`config.mk`:
```
export PLATFORM = sky130hd
export DESIGN_NAME = coin_credit_fsm
export DESIGN_NICKNAME = d
export VERILOG_FILES = /design/src/rtl/coin_credit_fsm.sv
export SDC_FILE = /design/constraint.sdc
export NUM_CORES = 1
export LEC_CHECK = 0
export CORE_ASPECT_RATIO = 1.5
export CORE_UTILIZATION = 44
export CTS_CLUSTER_DIAMETER = 100
export DETAILED_ROUTE_END_ITERATION = 8
export GPL_TIMING_DRIVEN = 0
export PLACE_DENSITY_LB_ADDON = 0.15
export SLEW_MARGIN = 15
export SYNTH_ARGS = -nofsm -noshare
export SYNTH_HDL_FRONTEND = slang
export SYNTH_SLANG_ARGS = --single-unit
```
`constraint.sdc`:
```
create_clock -name clock -period 7.3 [get_ports clock]
set_input_delay 0.73 -clock clock [delete_from_list [all_inputs] [get_ports clock]]
set_output_delay 0.73 -clock clock [all_outputs]
set_load 0.02 [all_outputs]
```
`src/rtl/coin_credit_fsm.sv`:
```
`default_nettype none
// ============================================================================
// Module   : coin_credit_fsm
// Purpose  : Coin acceptor and vend controller. Each coin insertion is counted
//            exactly once, however long it is held. Credit accumulates, and a
//            drop pulse fires when credit reaches PRICE, with the remainder
//            carried forward. A refund request returns unused credit. A
//            saturating counter records the number of vends.
// Revision : 1.0 - initial release
// ============================================================================
module coin_credit_fsm #(
    parameter int CREDIT_W  = 4,
    parameter int PRICE     = 4,
    parameter int COIN1_VAL = 1,
    parameter int COIN2_VAL = 2,
    parameter int COIN3_VAL = 3,
    parameter int COUNT_W   = 8
) (
    input  logic                clock,
    input  logic                reset_N,
    input  logic [1:0]          coin_i,
    input  logic                refund_i,
    output logic                drop_o,
    output logic [CREDIT_W-1:0] credit_o,
    output logic                change_valid_o,
    output logic [CREDIT_W-1:0] change_amt_o,
    output logic [COUNT_W-1:0]  vend_count_o,
    output logic                busy_o
);

    // ------------------------------------------------------------------------
    // Parameter legality. Keeping every coin value within 1..PRICE means one
    // coin can never push credit past 2*PRICE-1. That allows at most one drop
    // per coin, and the CREDIT_W+1 bit sum cannot overflow.
    // ------------------------------------------------------------------------
    generate
        if (PRICE < 1 || PRICE > (2**CREDIT_W) - 1) begin : g_bad_price
            $error("coin_credit_fsm: PRICE out of range 1..2**CREDIT_W-1");
        end
        if (COIN1_VAL < 1 || COIN1_VAL > PRICE) begin : g_bad_coin1
            $error("coin_credit_fsm: COIN1_VAL out of range 1..PRICE");
        end
        if (COIN2_VAL < 1 || COIN2_VAL > PRICE) begin : g_bad_coin2
            $error("coin_credit_fsm: COIN2_VAL out of range 1..PRICE");
        end
        if (COIN3_VAL < 1 || COIN3_VAL > PRICE) begin : g_bad_coin3
            $error("coin_credit_fsm: COIN3_VAL out of range 1..PRICE");
        end
    endgenerate

    // Arithmetic is done one bit wider than credit, so credit + coin is exact.
    localparam logic [CREDIT_W:0] C_PRICE = (CREDIT_W+1)'(PRICE);
    localparam logic [CREDIT_W:0] C_VAL1  = (CREDIT_W+1)'(COIN1_VAL);
    localparam logic [CREDIT_W:0] C_VAL2  = (CREDIT_W+1)'(COIN2_VAL);
    localparam logic [CREDIT_W:0] C_VAL3  = (CREDIT_W+1)'(COIN3_VAL);
    localparam logic [COUNT_W-1:0] C_COUNT_MAX = {COUNT_W{1'b1}};

    // IDLE waits for a coin. HOLD locks the coin bus until it returns to 00.
    typedef enum logic [0:0] {
        S_IDLE = 1'b0,
        S_HOLD = 1'b1
    } state_t;

    state_t                state_q,        state_d;
    logic [CREDIT_W-1:0]   credit_q,       credit_d;
    logic                  drop_q,         drop_d;
    logic                  change_valid_q, change_valid_d;
    logic [CREDIT_W-1:0]   change_amt_q,   change_amt_d;
    logic [COUNT_W-1:0]    vend_count_q,   vend_count_d;

    logic [CREDIT_W:0]     coin_val;
    logic [CREDIT_W:0]     sum;

    // Decode the coin code into its configured value. Code 00 decodes to zero.
    always_comb begin
        coin_val = '0;
        case (coin_i)
            2'b01:   coin_val = C_VAL1;
            2'b10:   coin_val = C_VAL2;
            2'b11:   coin_val = C_VAL3;
            default: coin_val = '0;
        endcase
    end

    assign sum = {1'b0, credit_q} + coin_val;

    // Next-state and output logic. The pulses default low, and registers
    // without pulse behaviour default to holding their value.
    always_comb begin
        state_d        = state_q;
        credit_d       = credit_q;
        drop_d         = 1'b0;
        change_valid_d = 1'b0;
        change_amt_d   = change_amt_q;
        vend_count_d   = vend_count_q;

        case (state_q)
            S_IDLE: begin
                if (coin_i != 2'b00) begin
                    // A coin wins over refund in the same cycle.
                    state_d = S_HOLD;
                    if (sum >= C_PRICE) begin
                        credit_d = CREDIT_W'(sum - C_PRICE);
                        drop_d   = 1'b1;
                        if (vend_count_q != C_COUNT_MAX) begin
                            vend_count_d = vend_count_q + COUNT_W'(1);
                        end
                    end else begin
                        credit_d = CREDIT_W'(sum);
                    end
                end else if (refund_i && (credit_q != '0)) begin
                    // Clearing credit here also stops a held refund from
                    // pulsing twice.
                    change_amt_d   = credit_q;
                    change_valid_d = 1'b1;
                    credit_d       = '0;
                end
            end
            S_HOLD: begin
                // Both the code value and refund are ignored until the bus
                // returns to 00.
                if (coin_i == 2'b00) begin
                    state_d = S_IDLE;
                end
            end
            default: begin
                state_d = S_IDLE;
            end
        endcase
    end

    // State and output registers. Reset is asynchronous and clears all of them.
    always_ff @(posedge clock or negedge reset_N) begin
        if (!reset_N) begin
            state_q        <= S_IDLE;
            credit_q       <= '0;
            drop_q         <= 1'b0;
            change_valid_q <= 1'b0;
            change_amt_q   <= '0;
            vend_count_q   <= '0;
        end else begin
            state_q        <= state_d;
            credit_q       <= credit_d;
            drop_q         <= drop_d;
            change_valid_q <= change_valid_d;
            change_amt_q   <= change_amt_d;
            vend_count_q   <= vend_count_d;
        end
    end

    assign drop_o         = drop_q;
    assign credit_o       = credit_q;
    assign change_valid_o = change_valid_q;
    assign change_amt_o   = change_amt_q;
    assign vend_count_o   = vend_count_q;
    assign busy_o         = (state_q == S_HOLD);

endmodule
`default_nettype wire

```
# --- Word-level counts from Yosys, hierarchy flattened ---
# Index checks and enable logic that the tools add are counted.
totals:
  input_bits: 5
  output_inout_bits: 19
  wordCells: 37
  ff_bits: 19
op_classes:
  order_cmp: 1
  n_mux: 13
  n_eq_ne: 4
  n_addsub: 3
  bitwise_logic: 2
  n_reduce_logical: 8
op_table:
  columns: ["cell", "n"]
  rows:
  - ["4-bit two-way mux", 3]
  - ["8-bit by 1-bit adder with 8-bit output, second input constant", 1]
  - ["1-bit two-way mux", 8]
  - ["8-bit != test, second input constant", 1]
  - ["2-bit one-hot mux with 3 select lines", 1]
  - ["4-bit by 2-bit adder with 5-bit output", 1]
  - ["5-bit by 3-bit greater-or-equal comparator with 1-bit output, second input constant", 1]
  - ["2-bit equality test, second input constant", 2]
  - ["4-bit AND reduction", 1]
  - ["2-bit nonzero test", 2]
  - ["4-bit nonzero test", 1]
  - ["4-bit by 3-bit subtractor with 4-bit output, second input constant", 1]
  - ["3-bit AND reduction", 1]
  - ["2-bit by 1-bit equality test with 1-bit output, second input constant", 1]
  - ["2-bit zero test", 1]
  - ["1-bit inverter", 2]
  - ["1-bit one-hot mux with 2 select lines", 1]
  - ["2-bit AND reduction", 1]
  - ["1-bit logical AND", 1]

# --- Longest topological paths before layout ---
# Gate-level depths: netlist of run 1.
depth:
  word_depth: 7
  mapped_depth: 10
  ltp_nobuf: 9

# --- Worst setup path after synthesis of run 1 ---
# OpenSTA, ideal clock, no wires.
synth_path:
  kind: "input port to flip-flop"
  startpoint: "in coin_i[0]"
  endpoint: "reg vend_count_q[1], in the netlist vend_count_o[1]"
  required_time_ns: 7.175
  stages: 9
  path_slack_ns: 4.372
  setup_ns: 0.125
  arrival_ns: 2.803
  path_cell_list: "ha_1 inv_1 fa_1 xnor2_1 ha_1 and3b_1 a2111oi_4 nor2_1 mux2_2"
synth_via:
  elab_chain_cells: 5
  elab_cells_between_ends: 8
  cone_classes: "add/sub (1); order compare (1); eq/ne (3); mux (1); reduce/logical (2)"
synth_lines:
  columns: ["element", "line", "text"]
  rows:
  - ["from (decl)", "21", "input logic [1:0] coin_i,"]
  - ["2-bit equality test or 2-bit by 1-bit equality test with 1-bit output (tied branches)", "77", "case (coin_i)"]
  - ["2-bit one-hot mux with 3 select lines", "77", null]
  - ["4-bit by 2-bit adder with 5-bit output", "85", "assign sum = {1'b0, credit_q} + coin_val;"]
  - ["5-bit by 3-bit greater-or-equal comparator with 1-bit output", "102", "if (sum >= C_PRICE) begin"]
  - ["4-bit AND reduction (no source line) (*)", null, null]
  - ["to (signal assigned)", "147", "vend_count_q <= vend_count_d;"]
  - ["to (decl)", "69", "logic [COUNT_W-1:0] vend_count_q, vend_count_d;"]
# Mark *: on every way between the ends. The rest lies on a longest branch, timed or not.
# A chain may end at the register's enable or synchronous reset.

# --- Worst setup path in the final report of run 1 ---
# Same ends and word-level chain as after synthesis.

==> results of run 1 <==
routing by layer:
layer	GRT usage (%)	vias to the layer above	wire, µm
met1	23.8	353	758
met2	34.3	14	1050
met4	7.14	0	19
met5	0	-	0
li1	-	344	-
met3	3.38	2	54
stage by stage:
step | hold slack (ns) | cell area (µm²) | cells | power [mW] | setup WS, ns
floorplan | 0.434 | 965 | 82 | 0.310 | 4.37
global placement | 0.494 | 1220 | 127 | 0.398 | 3.70
detailed placement | 0.499 | 1220 | 127 | 0.404 | 3.64
CTS | 0.525 | 1250 | 131 | 0.456 | 3.95
global route | 0.551 | 1250 | 131 | 0.486 | 3.80
finish | 0.524 | 1250 | 131 | 0.452 | 3.95
where the power goes:
group	internal (mW)	leakage [nW]	total (mW)	switching (mW)
clock	0.0203	0.0177	0.0517	0.0314
combinational	0.112	0.287	0.230	0.118
sequential	0.137	0.248	0.170	0.0338
total	0.269	0.552	0.452	0.183
cell families after synthesis:
logic type,synth area share [%]
and+or+nand+nor,16.1
DFF,49.3
AOI/OAI and AO/OA,9.08
buffers and inverters,3.50
muxes,9.34
xor gates and xnor gates,5.45
adders and majority gates,7.26
Yosys cell counts (2+ instances only):
cell type                  number  area, µm²
sky130_fd_sc_hd__o21bai_1       2       15.0
sky130_fd_sc_hd__dfrtp_1       19        475
sky130_fd_sc_hd__nand2b_1       3       18.8
sky130_fd_sc_hd__clkbuf_1       2       7.51
sky130_fd_sc_hd__nor2_1         2       7.51
sky130_fd_sc_hd__inv_1          5       18.8
sky130_fd_sc_hd__ha_1           4       50.1
sky130_fd_sc_hd__mux2_2         8       90.1
sky130_fd_sc_hd__o21ai_0        2       10.0
sky130_fd_sc_hd__nand2_1        4       15.0
sky130_fd_sc_hd__xor2_1         5       43.8
sky130_fd_sc_hd__nor4_1         3       18.8
sky130_fd_sc_hd__nor3_1         2       10.0
sky130_fd_sc_hd__nand3_1        6       30.0
worst max-delay path, delay by kind of cell:
family          cells  cell delay [ns]
compound gates      1             0.57
xor+xnor            1             0.20
fa+ha+maj           3             0.81
buf+inv             2             0.57
mux                 1             0.29
simple gates        2             0.36
cell usage in the layout (no fill, tap or decap), drive strengths merged:
cell           count
nand3b             1
or2                1
and3b              1
mux2               8
nor4b              1
ha                 4
nor4               3
nor2               3
nand3              6
nand2b             3
clkbuf             5
fa                 1
a32o               1
dfrtp             19
o21ai              2
clkinv             1
nand4              1
inv                5
a211oi             1
xnor2              1
a21o               1
nor3               2
or4                1
clkdlybuf4s50     23
buf                1
xor2               5
a31o               1
o21bai             2
nand2              4
a2111oi            1
area by class of cell:
class | instances | area, µm²
Tap cell | 22 | 27.5
Timing Repair Buffer | 23 | 230
Clock buffer | 3 | 22.5
Inverter | 5 | 18.8
Fill cell | 178 | 802
Sequential cell | 19 | 475
Clock inverter | 1 | 5.00
Multi-Input combinational cell | 55 | 455
Buffer | 3 | 15.0
state kept, by name (all words and copies together), names as in the netlist:
| signal | flops |
|---|---|
| vend_count_o | 8 |
| change_valid_o | 1 |
| change_amt_o | 4 |
| credit_o | 4 |
| drop_o | 1 |
| busy_o | 1 |
worst min path at each step:
| stage | cells past startpoint | start | to | slack (ns) |
|---|---|---|---|---|
| after global routing | 1 | change_amt_o[2] | change_amt_o[2] | 0.55 |
| after CTS | 1 | change_amt_o[2] | change_amt_o[2] | 0.52 |
| after global placement | 1 | change_amt_o[1] | change_amt_o[1] | 0.49 |
| after detailed placement | 1 | change_amt_o[2] | change_amt_o[2] | 0.50 |
| final | 1 | change_amt_o[1] | change_amt_o[1] | 0.52 |
| after floorplan | 0 | reset_N | busy_o | 0.43 |
==> report_table.html, run 1 <==
<table>
<tr><th>Metric</th><th>Value</th></tr>
<tr><th colspan="2">Cells and area</th></tr>
<tr><td>Share of layout cells above drive strength 1</td><td>17.4%</td></tr>
<tr><td># nets final</td><td>120</td></tr>
<tr><td>Antenna Diode Count</td><td>0</td></tr>
<tr><td>Area delta synth-&gt;final</td><td>29.6%</td></tr>
<tr><td>Final design utilization</td><td>between 60 and 70%</td></tr>
<tr><th colspan="2">Worst setup path</th></tr>
<tr><td>Endpoint class of the critical path</td><td>flop</td></tr>
<tr><td>Ordered cell list for the critical path</td><td>clkdlybuf4s50_1 -&gt; ha_1 -&gt; inv_1 -&gt; fa_1 -&gt; xnor2_1 -&gt; ha_1 -&gt; and3b_1 -&gt; a2111oi_4 -&gt; nor2_1 -&gt; mux2_2</td></tr>
<tr><td>Worst setup path start</td><td>coin_i[0]</td></tr>
<tr><td>Setup slack on the worst flop-to-flop path</td><td>around 4.5 ns</td></tr>
<tr><td>R2R Path End</td><td>vend_count_o[1]</td></tr>
<tr><td>Slowest Stage Delay on Critical Path</td><td>about 0.57 ns</td></tr>
<tr><td>Capture point of the worst path</td><td>vend_count_o[1]</td></tr>
<tr><td>CP max FO</td><td>9</td></tr>
<tr><td>Required time at the endpoint of the critical path</td><td>between 7 and 8 ns</td></tr>
<tr><td>Most numerous cell on the critical path</td><td>sky130_fd_sc_hd__ha_1</td></tr>
<tr><td>Reg-to-reg startpoint</td><td>credit_o[0]</td></tr>
<tr><td>Worst Reg2Reg Path Length in Cells</td><td>9</td></tr>
<tr><td>Library cell contributing the largest single delay on the critical path</td><td>sky130_fd_sc_hd__a2111oi_4</td></tr>
<tr><td>Worst EP arrival</td><td>about 3.5 ns</td></tr>
<tr><td>Critical path start-end classification</td><td>in2reg</td></tr>
<tr><td>Setup crit start kind</td><td>primary input</td></tr>
<tr><th colspan="2">Clocking</th></tr>
<tr><td>Buffer count from post-CTS setup fixing</td><td>0</td></tr>
<tr><td>Sink Count</td><td>19</td></tr>
<tr><td>Number of buffers on the longest clock path</td><td>2</td></tr>
<tr><td>CTS Hold Bufs</td><td>0</td></tr>
<tr><td>Root Buffer</td><td>sky130_fd_sc_hd__clkbuf_4</td></tr>
<tr><td>CTS tree</td><td>built</td></tr>
<tr><td>Quantity of gates resized following cts</td><td>0</td></tr>
<tr><td>Number of buffers created by CTS</td><td>3</td></tr>
<tr><td>Clock-pin transition on the worst setup and hold timing paths</td><td>0.11 ns</td></tr>
<tr><td>Worst skew pair latency</td><td>0.29 ns</td></tr>
<tr><td>Level count of the clock H-tree</td><td>1</td></tr>
<tr><th colspan="2">Detailed routing</th></tr>
<tr><td>DRC marker count from the first detailed-route iteration</td><td>8</td></tr>
<tr><td>Number of nets with antenna violations after routing</td><td>0</td></tr>
<tr><td>Detailed Route WL</td><td>between 1.5 and 2 mm</td></tr>
<tr><td>Total iterations of the first detailed-routing run</td><td>4</td></tr>
<tr><td>Vias after detailed routing</td><td>between 700 and 800</td></tr>
<tr><td>Detailed-route wire length per cell</td><td>14.4 µm</td></tr>
<tr><td>Ratio of routed vias to standard cells</td><td>~5.4</td></tr>
<tr><td>Remaining design rule violation count</td><td>0</td></tr>
<tr><th colspan="2">Pwr</th></tr>
<tr><td>Maximum vdd drop</td><td>around 240 µV</td></tr>
<tr><td>Leakage power figure</td><td>around 0.55 nW</td></tr>
<tr><td>Power per cell area</td><td>~360 mW/mm²</td></tr>
<tr><th colspan="2">Timing</th></tr>
<tr><td>Shortest clock period the worst path allows after layout</td><td>between 3 and 4 ns</td></tr>
<tr><td>Number of hold violations in the final report</td><td>0</td></tr>
<tr><td>Maximum clock skew at final layout</td><td>0.0113 ns</td></tr>
<tr><td>Unrepaired setup endpoints after global routing</td><td>no</td></tr>
<tr><td>Peak clock frequency supported by timing</td><td>slightly below 300 MHz</td></tr>
<tr><td>Setup TNS after final layout</td><td>0 ns</td></tr>
<tr><td>Share of the clock period used by the worst path after layout</td><td>around 46%</td></tr>
<tr><td>Max transition margin</td><td>44.0%</td></tr>
<tr><td>Transition time at the pin with the least slew margin</td><td>0.838 ns</td></tr>
<tr><td>Total of endpoints with negative setup slack in the final report</td><td>0</td></tr>
<tr><td>Final Max Slew Viols</td><td>0</td></tr>
<tr><th colspan="2">GRT</th></tr>
<tr><td>Largest net degree at the start of global routing</td><td>20</td></tr>
<tr><td>Overflow left after global routing</td><td>0</td></tr>
<tr><td>Initial antenna violation count</td><td>0</td></tr>
<tr><td>Via count of the first global-routing pass</td><td>roughly 730</td></tr>
<tr><td>Total Routing Usage GR</td><td>between 10% and 20%</td></tr>
<tr><td>First-pass GRT wire length</td><td>3.23 mm</td></tr>
<tr><th colspan="2">Floorplanning</th></tr>
<tr><td>Core outline area</td><td>0.00205 mm²</td></tr>
<tr><td>Area of the die</td><td>between 0.002 and 0.0025 mm²</td></tr>
<tr><td>Die Span X</td><td>40.2 µm</td></tr>
<tr><td>Num ports</td><td>24</td></tr>
<tr><td>Initial cell density of the core</td><td>between 40 and 50%</td></tr>
<tr><td>Placement row count</td><td>20</td></tr>
<tr><td>Height of the die</td><td>about 60 µm</td></tr>
<tr><th colspan="2">Synth</th></tr>
<tr><td>Count of different cell masters after synthesis</td><td>29</td></tr>
<tr><td>Number of synthesized flops with an enable pin</td><td>0</td></tr>
<tr><td>Async SR Flop Fraction</td><td>100%</td></tr>
<tr><td>Synthesized instance count</td><td>just over 80</td></tr>
<tr><td>Seq/Total Area, Yosys</td><td>49.3%</td></tr>
<tr><td>Cell area after synthesis</td><td>approximately 960 µm²</td></tr>
<tr><td>Mean Syn Cell Area</td><td>approximately 12 µm²</td></tr>
<tr><td>Synth warn</td><td>0</td></tr>
<tr><td>Register bit count reported by yosys</td><td>19</td></tr>
<tr><td>Leading register cell type out of synthesis</td><td>sky130_fd_sc_hd__dfrtp_1</td></tr>
<tr><td>Net count of the mapped netlist</td><td>between 90 and 100</td></tr>
<tr><th colspan="2">Job</th></tr>
<tr><td>Max-cap violations</td><td>0</td></tr>
<tr><th colspan="2">Min path</th></tr>
<tr><td>Worst hold path class</td><td>reg2reg</td></tr>
<tr><th colspan="2">Status</th></tr>
<tr><td>Status</td><td>finished clean</td></tr>
<tr><th colspan="2">Placed design</th></tr>
<tr><td>Global placer's final weighted congestion</td><td>between 0.6 and 0.7</td></tr>
<tr><td>HPWL after DPL</td><td>1.46 mm</td></tr>
<tr><td>Port buffer count</td><td>23</td></tr>
</table>
No activity file was read; power rests on OpenSTA's default activity.
==> run 2: changes to the inputs <==
==> constraint.sdc (replaced) <==
create_clock -name clock -period 3.1 [get_ports clock]
set_input_delay 0.31 -clock clock [delete_from_list [all_inputs] [get_ports clock]]
set_output_delay 0.31 -clock clock [all_outputs]
set_load 0.02 [all_outputs]
==> results of run 2 <==
The final DEF is identical to that of run 1. Status: finished clean.
Among the figures that moved: setup slack after placement 3.64 ns -> -0.137 ns; setup slack after layout 3.95 ns -> 0.168 ns; hold slack 0.524 ns -> 0.484 ns; register-to-register setup slack 4.47 ns -> 0.27 ns; total power 0.452 mW -> 1.06 mW; worst IR drop on VDD 235 µV -> 554 µV
